==> src/rtl/crc_check.sv <==
// ---------------------------------------------------------------------------
// crc_check -- receive-side USB CRC checker
//
// Runs the serial CRC5 (token) or CRC16 (data) LFSR over every received bit,
// including the trailing CRC field. At end of packet it compares the LFSR
// with the fixed USB residual and reports pass/fail. Payload bits are
// forwarded downstream.
//
// Build option:
//   CRC_STRIP_EN  defined   -> a 16-bit delay line holds back the last N
//                              bits so the CRC field is never forwarded.
//                 undefined -> bits are forwarded unchanged (CRC included),
//                              zero latency.
//
// Ports:
//   clk       in  clock
//   rst_L     in  asynchronous active-low reset
//   start     in  one-cycle pulse before the first post-PID bit
//   pkttype   in  1 = CRC16 (data), 0 = CRC5 (token); sampled on start
//   inb       in  received bit after unstuffing
//   recving   in  high while body/CRC bits arrive; low ends the packet
//   pause_in  in  upstream stall, inb invalid this cycle
//   outb      out forwarded payload bit
//   sending   out outb valid this cycle
//   done      out one-cycle pulse, check complete
//   crc_ok    out residual matched (held until next start)
//   crc_err   out mismatch or runt packet (held until next start)
// ---------------------------------------------------------------------------
module crc_check (
  input  logic clk,
  input  logic rst_L,
  input  logic start,
  input  logic pkttype,
  input  logic inb,
  input  logic recving,
  input  logic pause_in,
  output logic outb,
  output logic sending,
  output logic done,
  output logic crc_ok,
  output logic crc_err
);

  localparam logic [4:0]  POLY5  = 5'b00101;
  localparam logic [15:0] POLY16 = 16'h8005;
  localparam logic [4:0]  RES5   = 5'b01100;
  localparam logic [15:0] RES16  = 16'h800D;

  typedef enum logic [1:0] {
    IDLE   = 2'd0,
    RECV   = 2'd1,
    REPORT = 2'd2
  } state_t;

  state_t      state_r;
  state_t      state_nxt_s;
  logic        crctype_r;
  logic [15:0] lfsr_r;
  logic [4:0]  cnt_r;
  logic        done_r;
  logic        crc_ok_r;
  logic        crc_err_r;

  logic        valid_s;
  logic [4:0]  n_s;
  logic        cnt_full_s;
  logic        match_s;

  // One serial LFSR step; in CRC5 mode only bits [4:0] are live.
  function automatic logic [15:0] crc_step(input logic [15:0] lfsr,
                                           input logic        bit_in,
                                           input logic        is16);
    logic        fb;
    logic [15:0] nxt;
    if (is16) begin
      fb  = bit_in ^ lfsr[15];
      nxt = {lfsr[14:0], 1'b0} ^ (fb ? POLY16 : 16'h0000);
    end else begin
      fb  = bit_in ^ lfsr[4];
      nxt = {11'd0, lfsr[3:0], 1'b0} ^ {11'd0, (fb ? POLY5 : 5'b00000)};
    end
    return nxt;
  endfunction

  // Residual comparison over the active width only.
  function automatic logic residual_ok(input logic [15:0] lfsr,
                                       input logic        is16);
    logic ok;
    if (is16) begin
      ok = (lfsr == RES16);
    end else begin
      ok = (lfsr[4:0] == RES5);
    end
    return ok;
  endfunction

  assign n_s        = crctype_r ? 5'd16 : 5'd5;
  assign cnt_full_s = (cnt_r == n_s);
  assign match_s    = cnt_full_s && residual_ok(lfsr_r, crctype_r);
  // A start cycle reinitialises, so any bit presented with it is discarded.
  assign valid_s    = (state_r == RECV) && recving && !pause_in && !start;

  // State register.
  always_ff @(posedge clk or negedge rst_L) begin
    if (!rst_L) begin
      state_r <= IDLE;
    end else begin
      state_r <= state_nxt_s;
    end
  end

  // Next-state logic; start aborts and restarts from any state.
  always_comb begin
    state_nxt_s = state_r;
    if (start) begin
      state_nxt_s = RECV;
    end else begin
      case (state_r)
        IDLE:    state_nxt_s = IDLE;
        RECV:    state_nxt_s = recving ? RECV : REPORT;
        REPORT:  state_nxt_s = IDLE;
        default: state_nxt_s = IDLE;
      endcase
    end
  end

  // LFSR, bit counter and packet type.
  always_ff @(posedge clk or negedge rst_L) begin
    if (!rst_L) begin
      crctype_r <= 1'b0;
      lfsr_r    <= 16'hFFFF;
      cnt_r     <= 5'd0;
    end else if (start) begin
      crctype_r <= pkttype;
      lfsr_r    <= 16'hFFFF;
      cnt_r     <= 5'd0;
    end else if (valid_s) begin
      lfsr_r <= crc_step(lfsr_r, inb, crctype_r);
      if (!cnt_full_s) begin
        cnt_r <= cnt_r + 5'd1;
      end
    end
  end

  // Registered result flags; done is a single-cycle pulse out of REPORT.
  always_ff @(posedge clk or negedge rst_L) begin
    if (!rst_L) begin
      done_r    <= 1'b0;
      crc_ok_r  <= 1'b0;
      crc_err_r <= 1'b0;
    end else begin
      done_r <= 1'b0;
      if (start) begin
        crc_ok_r  <= 1'b0;
        crc_err_r <= 1'b0;
      end else if (state_r == REPORT) begin
        done_r    <= 1'b1;
        crc_ok_r  <= match_s;
        crc_err_r <= !match_s;
      end
    end
  end

  assign done    = done_r;
  assign crc_ok  = crc_ok_r;
  assign crc_err = crc_err_r;

`ifdef CRC_STRIP_EN
  logic [15:0] dly_r;
  logic        tap_s;

  // Delay line: every valid bit enters; the tap is the bit N valid bits back.
  always_ff @(posedge clk or negedge rst_L) begin
    if (!rst_L) begin
      dly_r <= 16'h0000;
    end else if (start) begin
      dly_r <= 16'h0000;
    end else if (valid_s) begin
      dly_r <= {dly_r[14:0], inb};
    end
  end

  assign tap_s = crctype_r ? dly_r[15] : dly_r[4];

  // Forward only once N bits are buffered, which holds back the CRC field.
  always_comb begin
    sending = 1'b0;
    outb    = 1'b0;
    if (valid_s && cnt_full_s) begin
      sending = 1'b1;
      outb    = tap_s;
    end else begin
      sending = 1'b0;
      outb    = 1'b0;
    end
  end
`else
  // Pass-through forwarding, CRC bits included.
  always_comb begin
    sending = 1'b0;
    outb    = 1'b0;
    if (valid_s) begin
      sending = 1'b1;
      outb    = inb;
    end else begin
      sending = 1'b0;
      outb    = 1'b0;
    end
  end
`endif

endmodule

==> config.mk <==
export PLATFORM = sky130hd
export DESIGN_NAME = crc_check
export DESIGN_NICKNAME = d
export VERILOG_FILES = /design/src/rtl/crc_check.sv
export SDC_FILE = /design/constraint.sdc
export NUM_CORES = 1
export LEC_CHECK = 0
export BUFFER_PORTS_ARGS = -buffer_cell sky130_fd_sc_hd__buf_2
export CORE_MARGIN = 4
export CORE_UTILIZATION = 40
export DETAILED_ROUTE_END_ITERATION = 6
export GPL_TIMING_DRIVEN = 0
export SKIP_LAST_GASP = 1
export SLEW_MARGIN = 20
export SYNTH_ARGS = -nofsm -noshare
export SYNTH_HDL_FRONTEND = slang
export SYNTH_SLANG_ARGS = --single-unit
==> constraint.sdc <==
create_clock -name clk -period 4.1 [get_ports clk]
set_input_delay 1.23 -clock clk [delete_from_list [all_inputs] [get_ports clk]]
set_output_delay 1.23 -clock clk [all_outputs]
set_load 0.02 [all_outputs]
==> flow_metrics.py <==
metrics = {
    "outcome": {
        "outcome": "finished, final reports clean",
    },
    "synth": {
        "muxShareOfSynthArea": 0.007554,
        "synth_top_family_by_area": "simple AND/OR/NAND/NOR gates",
        "synth_compound_area_frac": 0.1530,
        "ys.flop_type": "dfstp_2",
        "ys_warn_count": 0,
        "synth.cell_area_um2": 1325,
        "synth-edff-count": 0,
        "synth_top_area_frac": 0.3173,
        "synth_xor_area_frac": 0.02644,
        "syn_inst": 123,
        "ys_types": 35,
        "synthTopCellsByArea": "dfstp_2 32%, dfrtp_1 21%, a211o_1 7.3%",
        "synth_area_per_cell_um2": 10.77,
        "syn_nets": 131,
        "synth_top_cell_by_area": "dfstp_2",
        "async_flop_share": 1.000,
        "yosysSeqAreaShare": 0.5250,
        "synthAdderAreaFrac": 0.009443,
        "synth_seq_cells": 27,
        "yosys.area_share.simple": 0.2323,
    },
    "sta": {
        "maxSlewViolCount": 0,
        "period_minus_slack_ns": 3.593,
        "fin_worst_skew_ns": 0.001762,
        "fin_setup_tns_ns": 0,
        "hold_viol": 0,
        "period_share": 0.8763,
        "maxSlewHeadroom": 0.6157,
        "worst_slew_pin_slew_ns": 0.5764,
        "fmax_ghz": 0.2783,
        "setup_viol": 0,
        "rsz0062_at_grt": "no",
    },
    "finish": {
        "fillers": 320,
        "nets": 147,
        "diodes": 0,
        "syn_to_final_growth_pct": 10.29,
        "fin_util": 0.4710,
        "fin_cells": 182,
        "design_area_um2": 1461,
        "drive_gt1_frac": 0.2536,
    },
    "placed_design": {
        "hpwl_um": 1964,
        "place_congestion": 0.7496,
        "dp_cells": 178,
        "placed_cell_area_um2": 1435,
        "io_buffers": 11,
    },
    "routing": {
        "wl_per_cell_um": 15.09,
        "avgViaCountPerCell": 5.544,
        "drt-total-wl_um": 2746,
        "ant_nets": 0,
        "drtIter0Drc": 40,
        "vias": 1009,
        "dr.pass1.iters": 4,
        "remaining_drc_errors": 0,
    },
    "setup_path": {
        "critPathCaptureType": "output pin",
        "crit_path_max_fanout": 10,
        "cp.arrival_ns": 2.36,
        "crit_type": "in2out",
        "required_ns": 2.87,
        "worst_setup_path_start_kind": "input port",
    },
    "clock_network": {
        "clock_sinks": 27,
        "htree_levels": 1,
        "numCtsBuffers": 3,
        "clock_path_buffers": 2,
        "holdBufCountCts": 0,
        "cts_root_buf": "clkbuf_4",
        "clk_latency_ns": 0.32,
        "path_clk_slew_ns": 0.14,
        "post_cts_buffers": 0,
        "cts_resized": 0,
        "tritoncts": "yes",
    },
    "die": {
        "design.die.area_um2": 4297,
        "initial_utilization": 0.4270,
        "std_cell_rows": 20,
        "ioPinCount": 12,
        "dieWidth_um": 65.56,
        "core-area_um2": 3103,
        "die_h_um": 65.56,
    },
    "power": {
        "power_density_nw_per_um2": 324.9,
        "max-vdd-ir-drop_mv": 0.1787,
        "p_leak_nw": 0.6381,
    },
    "grt": {
        "grtUsageTotal": 0.1429,
        "overflow": 0,
        "first_global_vias": 987,
        "grt_max_degree": 28,
        "antenna_found_initial": 0,
        "grt_pass1_wl_um": 4761,
    },
    "min_path": {
        "hold_path_class": "reg2reg",
    },
    "job": {
        "maxCapViolCount": 0,
    },
}
through the flow:
step / setup WS [ns] / hold slack [ns] / power [mW]
after floorplan: 0.5919 / 0.4509 / 0.3403
after global placement: 0.4908 / 0.4652 / 0.3622
after detailed placement: 0.4760 / 0.4898 / 0.3643
after CTS: 0.4779 / 0.5087 / 0.4792
after global routing: 0.3969 / 0.5318 / 0.5014
final: 0.5072 / 0.5005 / 0.4748
critical path, cell delays in order:
cell       delay [ns]
buf_2            0.10
nand4bb_1        0.32
buf_2            0.28
nor2_1           0.12
and2_1           0.14
buf_2            0.16
cells in the final DEF (no fill, tap or decap), drive strengths merged:
master,Yosys,routed
dfstp,16,16
buf,4,15
nand2,11,11
a211o,11,11
dfrtp,11,11
and3,10,10
nor2,8,8
clkbuf,4,8
a21oi,6,6
nor3,4,4
o21ai,4,4
inv,3,3
nand4bb,3,3
nor4b,3,3
xor2,3,3
nand3b,3,3
and2,2,2
nand4,2,2
or3,2,2
a211oi,2,2
a31o,1,1
or2b,1,1
and4bb,1,1
nor4,1,1
nor3b,1,1
a41o,1,1
o2111ai,1,1
mux2i,1,1
a2bb2oi,1,1
xnor2,1,1
ha,1,1
final cells by class:
cell class,instances,area [µm²],area share
flip-flops and latches,27,695.7,0.4760
clock buffers,4,26.28,0.01798
multi-input cells,85,568.0,0.3887
plain buffers,8,50.05,0.03425
inverters,3,11.26,0.007705
well taps,44,55.05,0.03767
repair buffers,11,55.05,0.03767
logic make-up after synthesis:
logic type	after synthesis
DFF	27
adders and majority gates	1
muxes	1
and+or+nand+nor	52
xor gates and xnor gates	4
buffers and inverters	11
AOI/OAI and AO/OA	27
layer usage:
layer,track usage,vias to the layer above,share of wire
li1,-,484,-
met1,0.1968,509,0.49
met2,0.2225,14,0.46
met3,0.04103,2,0.034
met4,0.03109,0,0.0066
met5,0,-,0
final timing paths:
kind | end | slack [ns] | start | cells after the start
worst max-delay path | outb | 0.51 | pause_in | 6
worst min register to register | state_r[1] | 0.50 | state_r[1] | 1
worst min-delay path | state_r[1] | 0.50 | state_r[1] | 1
max in group asynchronous | lfsr_r[8] | 2.84 | rst_L | 1
worst max register to register | crc_err | 2.57 | cnt_r[0] | 4
min in group asynchronous | cnt_r[4] | 0.88 | rst_L | 1
synthesized netlist by cell type (2+ instances only):
| library cell | count |
|---|---|
| and2_1 | 2 |
| nor4b_1 | 3 |
| dfrtp_1 | 11 |
| a211o_1 | 11 |
| dfstp_2 | 16 |
| inv_1 | 3 |
| and3_1 | 10 |
| nand3b_1 | 3 |
| a21oi_1 | 6 |
| nand4_1 | 2 |
| o21ai_0 | 4 |
| nand4bb_1 | 3 |
| clkbuf_1 | 4 |
| nand2_1 | 11 |
| nor2_1 | 8 |
| xor2_1 | 3 |
| or3_1 | 2 |
| nor3_1 | 4 |
sequential cells by signal (all words and copies together) (netlist names):
signal and count:
crc_err 1, crctype_r 1, state_r 2, crc_ok 1, done 1, cnt_r 5, lfsr_r 16
where the power goes:
part	switching [mW]	total [mW]	leakage (nW)	internal, mW
registers	0.0133	0.301	0.316	0.288
clock network	0.0774	0.116	0.0150	0.0381
logic	0.0335	0.0581	0.307	0.0247
total	0.124	0.475	0.638	0.351
Power figures use the tool's default switching activity.
